`src/rtl/cla_pkg.sv`:
```
// Shared definitions for the pipelined carry-lookahead adder: operation modes
// and mode decode helpers.
package cla_pkg;

    localparam int unsigned MODE_W = 2;

    typedef enum logic [MODE_W-1:0] {
        ADD_U = 2'b00,
        ADD_S = 2'b01,
        SUB_U = 2'b10,
        SUB_S = 2'b11
    } mode_e;

    function automatic logic is_sub(mode_e m);
        return (m == SUB_U) || (m == SUB_S);
    endfunction

endpackage

```
`src/rtl/pipelined_cla_adder_if.sv`:
```
// Valid/ready operand and result bundle for pipelined_cla_adder.
interface pipelined_cla_adder_if #(
    parameter int unsigned W = 16
);
    import cla_pkg::*;

    logic         i_valid;
    logic         o_ready;
    logic [W-1:0] i_add1;
    logic [W-1:0] i_add2;
    logic         i_cin;
    mode_e        i_mode;
    logic         o_valid;
    logic         i_ready;
    logic [W:0]   o_result;
    logic         o_ovf;

    modport slave (
        input  i_valid, i_add1, i_add2, i_cin, i_mode, i_ready,
        output o_ready, o_valid, o_result, o_ovf
    );

    modport master (
        output i_valid, i_add1, i_add2, i_cin, i_mode, i_ready,
        input  o_ready, o_valid, o_result, o_ovf
    );

endinterface

```
`src/rtl/cla_slice.sv`:
```
// G-bit carry-lookahead slice; c_msb is the carry into the slice MSB so the
// top slice can form the signed overflow flag.
module cla_slice #(
    parameter int unsigned G = 8
) (
    input  logic [G-1:0] a,
    input  logic [G-1:0] b,
    input  logic         cin,
    output logic [G-1:0] sum,
    output logic         cout,
    output logic         c_msb
);

    logic [G-1:0] g;
    logic [G-1:0] p;
    logic [G:0]   c;

    assign g = a & b;
    assign p = a ^ b;

    // Each carry is a flat sum-of-products over generate/propagate terms.
    always_comb begin
        logic acc;
        logic pp;
        acc  = 1'b0;
        pp   = 1'b0;
        c    = '0;
        c[0] = cin;
        for (int i = 0; i < int'(G); i++) begin
            acc = g[i];
            pp  = p[i];
            for (int j = i - 1; j >= 0; j--) begin
                acc = acc | (pp & g[j]);
                pp  = pp & p[j];
            end
            c[i+1] = acc | (pp & cin);
        end
    end

    assign sum   = p ^ c[G-1:0];
    assign cout  = c[G];
    assign c_msb = c[G-1];

endmodule

```
`src/rtl/pipelined_cla_adder.sv`:
```
// S-stage pipelined carry-lookahead adder/subtractor with valid/ready flow
// control; one G-bit slice per stage with operand skew and sum deskew.
module pipelined_cla_adder
    import cla_pkg::*;
#(
    parameter int unsigned W = 16,
    parameter int unsigned S = 2
) (
    input  logic                  i_clk,
    input  logic                  i_rst,
    pipelined_cla_adder_if.slave  bus
);

    localparam int unsigned G = W / S;

    logic adv;

    // Per-stage slice inputs: stage 0 from the bus, stage k from register k-1.
    logic [W-1:0] a_s   [S];
    logic [W-1:0] b_s   [S];
    logic [W-1:0] p_s   [S];
    logic         c_s   [S];
    mode_e        m_s   [S];
    logic         v_s   [S];

    logic [G-1:0] ss    [S];
    logic         co    [S];
    logic         cm    [S];

    // Inter-stage registers; only entries 0..S-2 carry data.
    logic [W-1:0] a_q   [S];
    logic [W-1:0] b_q   [S];
    logic [W-1:0] sum_q [S];
    logic         c_q   [S];
    mode_e        m_q   [S];
    logic         v_q   [S];

    logic         out_v_q;
    logic [W:0]   res_q;
    logic [W:0]   res_d;
    logic         ovf_q;
    logic         ovf_d;

    assign adv = !out_v_q || bus.i_ready;

    always_comb begin
        a_s[0] = bus.i_add1;
        b_s[0] = is_sub(bus.i_mode) ? ~bus.i_add2 : bus.i_add2;
        c_s[0] = is_sub(bus.i_mode) ? 1'b1 : bus.i_cin;
        m_s[0] = bus.i_mode;
        v_s[0] = bus.i_valid;
        p_s[0] = '0;
        for (int unsigned k = 1; k < S; k++) begin
            a_s[k] = a_q[k-1];
            b_s[k] = b_q[k-1];
            c_s[k] = c_q[k-1];
            m_s[k] = m_q[k-1];
            v_s[k] = v_q[k-1];
            p_s[k] = sum_q[k-1];
        end
    end

    for (genvar k = 0; k < int'(S); k++) begin : g_slice
        cla_slice #(.G(G)) u_slice (
            .a     (a_s[k][k*G +: G]),
            .b     (b_s[k][k*G +: G]),
            .cin   (c_s[k]),
            .sum   (ss[k]),
            .cout  (co[k]),
            .c_msb (cm[k])
        );
    end

    // Result bit W and overflow from the top slice.
    always_comb begin
        logic [W-1:0] full;
        logic         ovf_sgn;
        full    = p_s[S-1] | (W'(ss[S-1]) << ((S - 1) * G));
        ovf_sgn = cm[S-1] ^ co[S-1];
        res_d   = {1'b0, full};
        ovf_d   = 1'b0;
        case (m_s[S-1])
            ADD_U: begin
                res_d = {co[S-1], full};
                ovf_d = co[S-1];
            end
            SUB_U: begin
                res_d = {~co[S-1], full};
                ovf_d = ~co[S-1];
            end
            default: begin
                res_d = {full[W-1] ^ ovf_sgn, full};
                ovf_d = ovf_sgn;
            end
        endcase
    end

    always_ff @(posedge i_clk) begin
        if (i_rst) begin
            for (int unsigned k = 0; k < S; k++) begin
                v_q[k]   <= 1'b0;
                a_q[k]   <= '0;
                b_q[k]   <= '0;
                sum_q[k] <= '0;
                c_q[k]   <= 1'b0;
                m_q[k]   <= ADD_U;
            end
            out_v_q <= 1'b0;
            res_q   <= '0;
            ovf_q   <= 1'b0;
        end else if (adv) begin
            for (int unsigned k = 0; k + 1 < S; k++) begin
                v_q[k]   <= v_s[k];
                a_q[k]   <= a_s[k];
                b_q[k]   <= b_s[k];
                c_q[k]   <= co[k];
                m_q[k]   <= m_s[k];
                sum_q[k] <= p_s[k] | (W'(ss[k]) << (k * G));
            end
            out_v_q <= v_s[S-1];
            if (v_s[S-1]) begin
                res_q <= res_d;
                ovf_q <= ovf_d;
            end
        end
    end

    assign bus.o_ready  = adv;
    assign bus.o_valid  = out_v_q;
    assign bus.o_result = res_q;
    assign bus.o_ovf    = ovf_q;

endmodule
```
`src/flat_wrapper.sv`:
```
// flat-port wrapper written by rule: the top's interface ports become plain ports
module pipelined_cla_adder_flat import cla_pkg::*;
#(
    parameter int unsigned W = 16,
    parameter int unsigned S = 2
)
  (i_clk, i_rst, bus_i_valid, bus_i_add1, bus_i_add2, bus_i_cin, bus_i_mode, bus_i_ready, bus_o_ready, bus_o_valid, bus_o_result, bus_o_ovf);
  pipelined_cla_adder_if #(.W(W)) bus_i ();
  input  logic i_clk;
  input  logic i_rst;
  input wire logic [$bits(bus_i.i_valid)-1:0] bus_i_valid;
  input wire logic [$bits(bus_i.i_add1)-1:0] bus_i_add1;
  input wire logic [$bits(bus_i.i_add2)-1:0] bus_i_add2;
  input wire logic [$bits(bus_i.i_cin)-1:0] bus_i_cin;
  input wire logic [$bits(bus_i.i_mode)-1:0] bus_i_mode;
  input wire logic [$bits(bus_i.i_ready)-1:0] bus_i_ready;
  output wire logic [$bits(bus_i.o_ready)-1:0] bus_o_ready;
  output wire logic [$bits(bus_i.o_valid)-1:0] bus_o_valid;
  output wire logic [$bits(bus_i.o_result)-1:0] bus_o_result;
  output wire logic [$bits(bus_i.o_ovf)-1:0] bus_o_ovf;
  assign bus_i.i_valid = bus_i_valid;
  assign bus_i.i_add1 = bus_i_add1;
  assign bus_i.i_add2 = bus_i_add2;
  assign bus_i.i_cin = bus_i_cin;
  assign bus_i.i_mode = bus_i_mode;
  assign bus_i.i_ready = bus_i_ready;
  assign bus_o_ready = bus_i.o_ready;
  assign bus_o_valid = bus_i.o_valid;
  assign bus_o_result = bus_i.o_result;
  assign bus_o_ovf = bus_i.o_ovf;
  pipelined_cla_adder #(.W(W), .S(S)) u_core (.i_clk(i_clk), .i_rst(i_rst), .bus(bus_i));
endmodule
```
`config.mk`:
```
export PLATFORM = sky130hd
export DESIGN_NAME = pipelined_cla_adder_flat
export DESIGN_NICKNAME = d
export VERILOG_FILES = /design/src/rtl/cla_pkg.sv /design/src/rtl/pipelined_cla_adder_if.sv /design/src/rtl/cla_slice.sv /design/src/rtl/pipelined_cla_adder.sv /design/src/flat_wrapper.sv
export SDC_FILE = /design/constraint.sdc
export NUM_CORES = 1
export LEC_CHECK = 0
export ABC_AREA = 0
export CORE_MARGIN = 2
export CORE_UTILIZATION = 40
export DETAILED_ROUTE_END_ITERATION = 8
export PLACE_DENSITY = 0.68
export SETUP_SLACK_MARGIN = 0.4
export SLEW_MARGIN = 20
export SYNTH_ARGS = -nofsm -noshare
export SYNTH_HDL_FRONTEND = slang
export SYNTH_SLANG_ARGS = --single-unit
```
`constraint.sdc`:
```
create_clock -name i_clk -period 3.3 [get_ports i_clk]
set_clock_uncertainty 0.2 [all_clocks]
set_input_delay 0.825 -clock i_clk [delete_from_list [all_inputs] [get_ports i_clk]]
set_output_delay 0.825 -clock i_clk [all_outputs]
set_load 0.03 [all_outputs]
```
==> metrics, run 1 <==
initial antenna violation count 0; utilization after layout a little over half; Core Region around 6300 sq um; main combinational cell family by area after synthesis simple AND/OR/NAND/NOR gates; DPL Wire Length a little over 4 mm; CTS tree done; pin count of the biggest net entering global routing 29; CP Max Fanout 8; Final Cell Area 3420 sq um; worst relative slew slack between 50 and 60%; final setup margin roughly 0.52 ns; WP data required about 2.3 ns; layout cells sized above 1 under 10%; fin. max-slew vios 0; wire length per cell roughly 13 um; number of synthesized flops with an enable pin 28; Synth Area in XOR/XNOR ~8.7%; Tot GR Track Use 14.5%; vias in the first global route between 1500 and 2000; Synth cell types 46; Max Clock Freq 360 MHz; die width between 80 and 90 um; Site Rows 29; PortBufs just under 60; power per cell area around 440 nW/um^2; final setup violating endpoints 0; Adder-Cell Fraction of Synth Area around a tenth; worst slew pin tran 0.630 ns; Mapped Avg Cell Area 10.3 sq um; Critical Path Source Type primary input; die area between 7000 and 8000 sq um; Overflow after GRT 0; CP endpoint kind output pin; post-synthesis instance total approximately 250; Vias/cell roughly 5; Sum Neg Setup Slack 0 ns; Synth Warn # 0; final hold violation count 0; Post-Synth Simple-Gate Area 16.5%; Seq/Total Area, Yosys between 40% and 50%; Synth Flop Type edfxtp_1; area of the mapped netlist ~2600 sq um; GPL Wtd Cong 0.821; initial DRC count 60; Final ANT Viol Nets 0; Final #Nets roughly 370; period utilization approximately 84%; Max Cap Violations 0; first-pass GRT wire length around 8.4 mm; Clock transition at path regs 0.08 ns; CTS buffer count 5; unrepaired setup endpoints after global routing no; vias 1939; H-tree levels 2; min Tclk post-route ~2.8 ns; final-layout fill cell count slightly below 600; ys async rst share 0%; Post-DP Area between 3000 and 4000 sq um; area delta synth->final 31.2%; post-synthesis mux area share 0.769%; flops & latches, synth 47; crit path kind in -> out; Worst-Skew Late Latency roughly 0.29 ns; diode count 0; VDD IR max between 150 and 200 uV; Leak Pwr about 0.0014 uW; Hold Path Class reg -> reg; DRC 0; deepest clock path buffer count 2; status complete, no violations; worst slack, placed 0.0132 ns; clk sinks 47; Clock Tree Root clkbuf_8; Die Y ~85 um; Data arrival, critical path roughly 1.8 ns; syn_nets 312; initial core utilization 41.2%; routed wire length ~5.2 mm; Ports 59; Synth Area in Compound Gates between 10% and 20%; DRT Pass-1 Iters 4
cell usage in the layout (no fill, tap or decap), drive strengths merged, types with 9 or more instances in the layout:
master	netlist	layout
a21oi	16	16
and2	13	13
buf	5	9
clkdlybuf4s50	0	56
dfxtp	19	19
edfxtp	28	28
ha	18	18
inv	10	10
nand2	27	27
nor2	23	23
o21ai	9	9
xnor2	14	14
xor2	12	12
routing by layer:
metal / wire length [um] / GRT usage [%] / up-vias
met5: 0 / 0 / -
met4: 59 / 4.33 / 0
met3: 237 / 2.95 / 6
met2: 2420 / 24.3 / 53
met1: 2460 / 19.1 / 882
li1: - / - / 998
where the power goes:
group          switching [uW]  internal, uW  total (uW)  leakage (uW)
combinational             208           193         401      0.000842
clock                     185           222         407     0.0000556
sequential               23.5           685         708      0.000477
total                     416          1100        1520       0.00138
cell type report:
class                   count  area (sq um)  area share, %
repair buffers             66           649           19.0
clock buffers               5          68.8           2.01
multi-input cells         184          1300           38.2
well taps                  77          96.3           2.82
clock inverters             3          38.8           1.14
flip-flops and latches     47          1220           35.8
inverters                  10          37.5           1.10
critical path, cell delays in order:
cell and delay, ns:
clkdlybuf4s50_1 0.44, nand2b_1 0.26, buf_4 0.22
final timing paths:
kind | depth (start not counted) | end | from | slack, ns
setup / recovery | 3 | bus_o_ready | bus_i_ready | 0.52
hold / removal | 2 | u_core.bus.o_result[5] | u_core.bus.o_result[5] | 0.26
setup reg to reg | 6 | u_core.bus.o_ovf | u_core.b_q[0][14] | 0.97
hold reg to reg | 2 | u_core.bus.o_result[5] | u_core.bus.o_result[5] | 0.26
per-stage QoR:
step	hold slack [ns]	std cells	total power, uW
6_report	0.258	392	1520
5_1_grt	0.284	392	1590
4_1_cts	0.260	392	1530
3_5_place_dp	0.250	384	1120
3_3_place_gp	0.247	384	1110
2_1_floorplan	0.271	253	977
state kept, by name, indices dropped and copies added (netlist names):
name / count
u_core.a_q: 8
u_core.m_q: 2
u_core.v_q: 1
u_core.c_q: 1
u_core.bus.o_ovf: 1
u_core.bus.o_result: 17
u_core.sum_q: 8
u_core.bus.o_valid: 1
u_core.b_q: 8
Yosys cell counts, drive strengths merged (4+ instances only):
| library cell | count | area share (%) |
|---|---|---|
| edfxtp | 28 | 32 |
| a21oi | 16 | 3.1 |
| buf | 5 | 1.2 |
| o21ai | 9 | 1.9 |
| nand2b | 4 | 0.96 |
| ha | 18 | 8.6 |
| xor2 | 12 | 4.0 |
| nand2 | 27 | 3.9 |
| nor3 | 4 | 0.77 |
| and2 | 13 | 3.1 |
| inv | 10 | 1.4 |
| nor2 | 23 | 3.3 |
| clkbuf | 7 | 1.0 |
| a211oi | 4 | 1.2 |
| xnor2 | 14 | 4.7 |
| a21o | 5 | 1.4 |
| dfxtp | 19 | 15 |
logic make-up after synthesis:
logic type	after synthesis
AOI/OAI and AO/OA	48
xor gates and xnor gates	26
adders and majority gates	20
buffers and inverters	22
DFF	47
muxes	2
and+or+nand+nor	88
what timing repair did:
action | in CTS | in global routing
endpoints found under the hold margin | 0 | 0
hold buffers | 0 | 0
gates resized for setup | 4 | 0
endpoints found under the setup margin | 4 | 0
setup buffers | 0 | 0
(Power assumes the default switching activity.)
==> run 2, diff against run 1 <==
- clock period: 3.3 -> 2.5 ns (I/O delays scaled with it)
==> metrics, run 2 (synthesis results as in run 1) <==
CTS tree done (unchanged); CTS buffer count 5 (unchanged); DRC 0 (unchanged); commonest non-fill, non-tap cells in the layout buf_4 (35), dlygate4sd2_1 (28), clkdlybuf4s50_1 (28), edfxtp_1 (28), nand2_1 (26) (was clkdlybuf4s50_1 (56), edfxtp_1 (28), nand2_1 (27)); Max Clock Freq ~440 MHz; first-pass GRT wire length 9.29 mm (was 8.36 mm); die area 7170 sq um (unchanged); period utilization between 90% and 100%; worst relative slew slack 77.7% (was 58.0%); final-layout fill cell count 539 (was 592); Site Rows 29 (unchanged); flip-flop count of the largest register after layout 17 (unchanged); WP data required 2.37 ns (was 2.27 ns); pin count of the biggest net entering global routing 29 (unchanged); CP endpoint kind register (was output pin); Sum Neg Setup Slack 0 ns (unchanged); deepest clock path buffer count 2 (unchanged); Ports 59 (unchanged); H-tree levels 2 (unchanged); vias 2081 (was 1939); Final #Nets 403 (was 373); sequential cell area 1220 sq um (unchanged); PortBufs 58 (unchanged); fin. max-slew vios 0 (unchanged); status complete, no violations (unchanged); commonest non-fill, non-tap cell in the layout buf_4 (was clkdlybuf4s50_1); Worst-Skew Late Latency 0.30 ns (was 0.29 ns); Data arrival, critical path 2.16 ns (was 1.75 ns); worst slew pin tran 0.331 ns (was 0.630 ns); unrepaired setup endpoints after global routing yes (was no); Vias/cell 4.93 (was 4.95); layout cells sized above 1 22.6% (was 7.94%); vias in the first global route 1992 (was 1818); FF-to-FF path depth 6 (unchanged); DRT Pass-1 Iters 4 (unchanged); Overflow after GRT 0 (unchanged); non-filler cells, final 422 (was 392); Clock Tree Root clkbuf_8 (unchanged); Tot GR Track Use 16.2% (was 14.5%); DPL Wire Length 3.89 mm (was 4.07 mm); Max Cap Violations 0 (unchanged); initial core utilization 41.2% (unchanged); CP Max Fanout 8 (unchanged); diode count 0 (unchanged); GPL Wtd Cong 0.770 (was 0.821); Clock transition at path regs 0.08 ns (about the same); Leak Pwr 0.00163 uW (was 0.00138 uW); routed wire length 5.65 mm (was 5.18 mm); worst slack, placed -0.548 ns (was 0.0132 ns); Die Y 84.7 um (unchanged); Hold Crit Depth 2 (unchanged); min Tclk post-route around 2.3 ns; final hold violation count 0 (unchanged); total power 2110 uW (was 1520 uW); wire length per cell 13.4 um (was 13.2 um); final setup margin 0.203 ns (was 0.524 ns); crit path kind in -> reg (was in -> out); DP Cell Count 400 (was 384); VDD IR max 292 uV (was 193 uV); die width 84.7 um (unchanged); initial DRC count 94 (was 60); Hold Path Class reg -> reg (unchanged); Core Region 6310 sq um (unchanged); Hold-fix buffers, CTS 0 (unchanged); clk sinks 47 (unchanged); power per cell area 556 nW/um^2 (was 444 nW/um^2); Final ANT Viol Nets 0 (unchanged); area of the multi-input gates 1480 sq um (was 1300 sq um); Critical Path Source Type primary input (unchanged); initial antenna violation count 0 (unchanged); area delta synth->final 45.7% (was 31.2%); final setup violating endpoints 0 (unchanged)
## run 2: cell type report
type | instances | share of cell area [%]
clock buffer | 7 | 2.57
clock inverter | 1 | 0.198
inverter | 10 | 0.989
multi-input combinational | 184 | 38.9
sequential | 47 | 32.2
tap | 77 | 2.54
timing repair buffer | 96 | 22.6
## run 2: through the flow
stage | util, % | instance area [sq um] | hold slack (ns)
after floorplan | - | 2650 | 0.271
after global placement | 54.3 | 3430 | 0.243
after detailed placement | 54.3 | 3430 | 0.247
after CTS | 59.2 | 3740 | 0.257
after global routing | 60.1 | 3790 | 0.271
final | 60.1 | 3790 | 0.252
## run 2: path summary, 6_finish.rpt
path / slack [ns] / end / start
setup / recovery: 0.20 / u_core.sum_q[0][5] / bus_i_mode[1]
hold / removal: 0.25 / u_core.bus.o_result[9] / u_core.bus.o_result[9]
setup reg to reg: 0.35 / u_core.bus.o_result[16] / u_core.b_q[0][11]
hold reg to reg: 0.25 / u_core.bus.o_result[9] / u_core.bus.o_result[9]
## run 2: critical path, stage by stage
cell and delay [ns]:
buf_6 0.09, buf_8 0.13, xor2_1 0.15, ha_1 0.31
a21oi_2 0.18, a21oi_2 0.10, or3_1 0.37, xnor2_1 0.14
nor2_1 0.06
## run 2: repair_timing
action,in CTS,in global routing
setup buffers,12,2
hold endpoints to repair,0,0
endpoints found under the setup margin,31,11
pin swaps,33,7
resized for setup,60,6
## run 2: metal layers
metal | global-route usage [%] | part of all wire (%) | vias to the layer above
met4 | 5.05 | 1.3 | 0
met1 | 21.7 | 47 | 964
li1 | - | - | 1061
met3 | 4.23 | 4.4 | 8
met2 | 25.7 | 47 | 48
met5 | 0 | 0 | -
## run 2: report_power, final
group | switching (uW) | internal [uW]
combinational | 312 | 333
clock | 260 | 258
sequential | 41.6 | 904
==> run 3, diff against run 2 <==
- CORE_ASPECT_RATIO: unset -> 0.9
==> metrics, run 3 (synthesis results as in run 1) <==
layout cells sized above 1 23.4% (was 22.6%); Crit. Startpoint bus_i_mode[1] (unchanged); die width 89.0 um (was 84.7 um); Leak Pwr 0.00161 uW (was 0.00163 uW); diode count 0 (unchanged); worst slack, placed -0.541 ns (was -0.548 ns); clk sinks 47 (unchanged); Vias/cell 4.81 (was 4.93); Site Rows 27 (was 29); WP data required 2.35 ns (was 2.37 ns); fin. max-slew vios 0 (unchanged); Final #Nets 400 (was 403); commonest non-fill, non-tap cells in the layout buf_4 (33), dlygate4sd2_1 (28), edfxtp_1 (28) (was buf_4 (35), dlygate4sd2_1 (28), clkdlybuf4s50_1 (28), edfxtp_1 (28), nand2_1 (26)); Clock transition at path regs 0.08 ns (about the same); crit path kind in -> reg (unchanged); routed wire length 5.71 mm (was 5.65 mm); Crit-path slowest cell ha_1 (was or3_1); initial antenna violation count 0 (unchanged); vias 2063 (was 2081); Critical Path Source Type primary input (unchanged); final setup violating endpoints 0 (unchanged); CTS buffer count 5 (unchanged); Overflow after GRT 0 (unchanged); Worst-Skew Late Latency 0.29 ns (was 0.30 ns); crit-path cells buf_6, buf_8, xor2_1, ha_1, a21oi_2, a21oi_2, buf_4, o31a_1, nor3_2, nor3_2 (was buf_6, buf_8, xor2_1, ha_1, a21oi_2, a21oi_2, or3_1, xnor2_1, nor2_1); DPL Wire Length 4.00 mm (was 3.89 mm); first-pass GRT wire length 9.27 mm (was 9.29 mm); Critical path buffers and inverters 3 (was 2); DRT Pass-1 Iters 4 (unchanged); wire length per cell 13.3 um (was 13.4 um); H-tree levels 2 (unchanged); Clock Tree Root clkbuf_8 (unchanged); DRC 0 (unchanged); final-layout fill cell count 537 (was 539); final worst hold slack 0.253 ns (was 0.252 ns); power per cell area 537 nW/um^2 (was 556 nW/um^2); worst relative slew slack 56.3% (was 77.7%); reg-to-reg startpoint u_core.a_q[0][11] (was u_core.b_q[0][11]); Sum Neg Setup Slack 0 ns (unchanged); end point of the critical path u_core.sum_q[0][6] (was u_core.sum_q[0][5]); Tot GR Track Use 16.9% (was 16.2%); commonest non-fill, non-tap cell in the layout buf_4 (unchanged); unrepaired setup endpoints after global routing yes (unchanged); worst slew pin tran 0.656 ns (was 0.331 ns); CTS tree done (unchanged); Final ANT Viol Nets 0 (unchanged); initial core utilization 41.9% (was 41.2%); CP endpoint kind register (unchanged); initial DRC count 67 (was 94); final setup margin 0.160 ns (was 0.203 ns); Core Region 6220 sq um (was 6310 sq um); r2r setup slk 0.32 ns (was 0.35 ns); Max Clock Freq 427 MHz (was 435 MHz); Data arrival, critical path 2.19 ns (was 2.16 ns); deepest clock path buffer count 2 (unchanged); status complete, no violations (unchanged); final hold violation count 0 (unchanged); VDD IR max 218 uV (was 292 uV); Crit Reg-Reg Endpoint u_core.bus.o_result[16] (unchanged); area delta synth->final 45.5% (was 45.7%); min Tclk post-route 2.34 ns (was 2.30 ns); Hold-fix buffers, CTS 0 (unchanged); FF-to-FF path depth 6 (unchanged); vias in the first global route 2041 (was 1992); utilization after layout 60.9% (was 60.1%); Ports 59 (unchanged); PortBufs 58 (unchanged); Die Y 80.5 um (was 84.7 um); Hold Path Class reg -> reg (unchanged); CP top delay family compound AO/OA/AOI/OAI gates (was simple AND/OR/NAND/NOR gates); CP peak stage delay 0.31 ns (was 0.37 ns); Max Cap Violations 0 (unchanged); WP depth 10 (was 9); pin count of the biggest net entering global routing 29 (unchanged); CP Max Fanout 8 (unchanged); flip-flop count of the largest register after layout 17 (unchanged); period utilization 93.6% (was 91.9%); Hold Crit Depth 2 (unchanged); die area 7170 sq um (about the same); GPL Wtd Cong 0.785 (was 0.770)
## run 3: how the worst min path moves through the flow
| stage | start | end |
|---|---|---|
| global placement | u_core.bus.o_result[16] | u_core.bus.o_result[16] |
| detailed placement | u_core.bus.o_result[13] | u_core.bus.o_result[13] |
| CTS | u_core.bus.o_result[2] | u_core.bus.o_result[2] |
| global route | u_core.bus.o_result[9] | u_core.bus.o_result[9] |
| floorplan | u_core.sum_q[0][0] | u_core.bus.o_result[0] |
| finish | u_core.bus.o_result[9] | u_core.bus.o_result[9] |
## run 3: final cells by class
type                    instances  area, sq um  area share (%)
clock buffers                   6         72.6            1.92
clock inverters                 2         12.5           0.330
inverters                      10         37.5           0.991
multi-input cells             184         1510            39.9
flip-flops and latches         47         1220            32.2
well taps                      87          109            2.87
repair buffers                 93          822            21.7
## run 3: through the flow
| step | instance area [sq um] | power (uW) | std cells |
|---|---|---|---|
| 2_1_floorplan | 2650 | 1300 | 253 |
| 3_5_place_dp | 3420 | 1510 | 409 |
| 6_report | 3790 | 2030 | 429 |
| 4_1_cts | 3700 | 2000 | 426 |
| 5_1_grt | 3790 | 2150 | 429 |
| 3_3_place_gp | 3420 | 1500 | 409 |
## run 3: timing repair
action                                 4_1_cts  5_1_grt
resized for setup                           65       10
endpoints found under the hold margin        0        0
setup buffers                                9        3
pin swaps                                   35        7
setup endpoints to repair                   60       11
## run 3: power by group
part | total, uW | internal [uW] | switching [uW]
sequential | 944 | 905 | 39.8
clock | 435 | 195 | 240
combinational | 654 | 336 | 319
total | 2030 | 1440 | 598
## run 3: metal layers
metal  share of wire (%)  track usage (%)
met5                   0                0
met4                 1.2             4.93
met3                 3.5             2.57
met2                  49             28.4
met1                  46             22.3
## run 3: worst min-delay path, delay by kind of cell, from the launching register on
kind,cells,cell delay (ns)
DFF,1,0.31
and+or+nand+nor,1,0.05
AOI/OAI and AO/OA,1,0.05
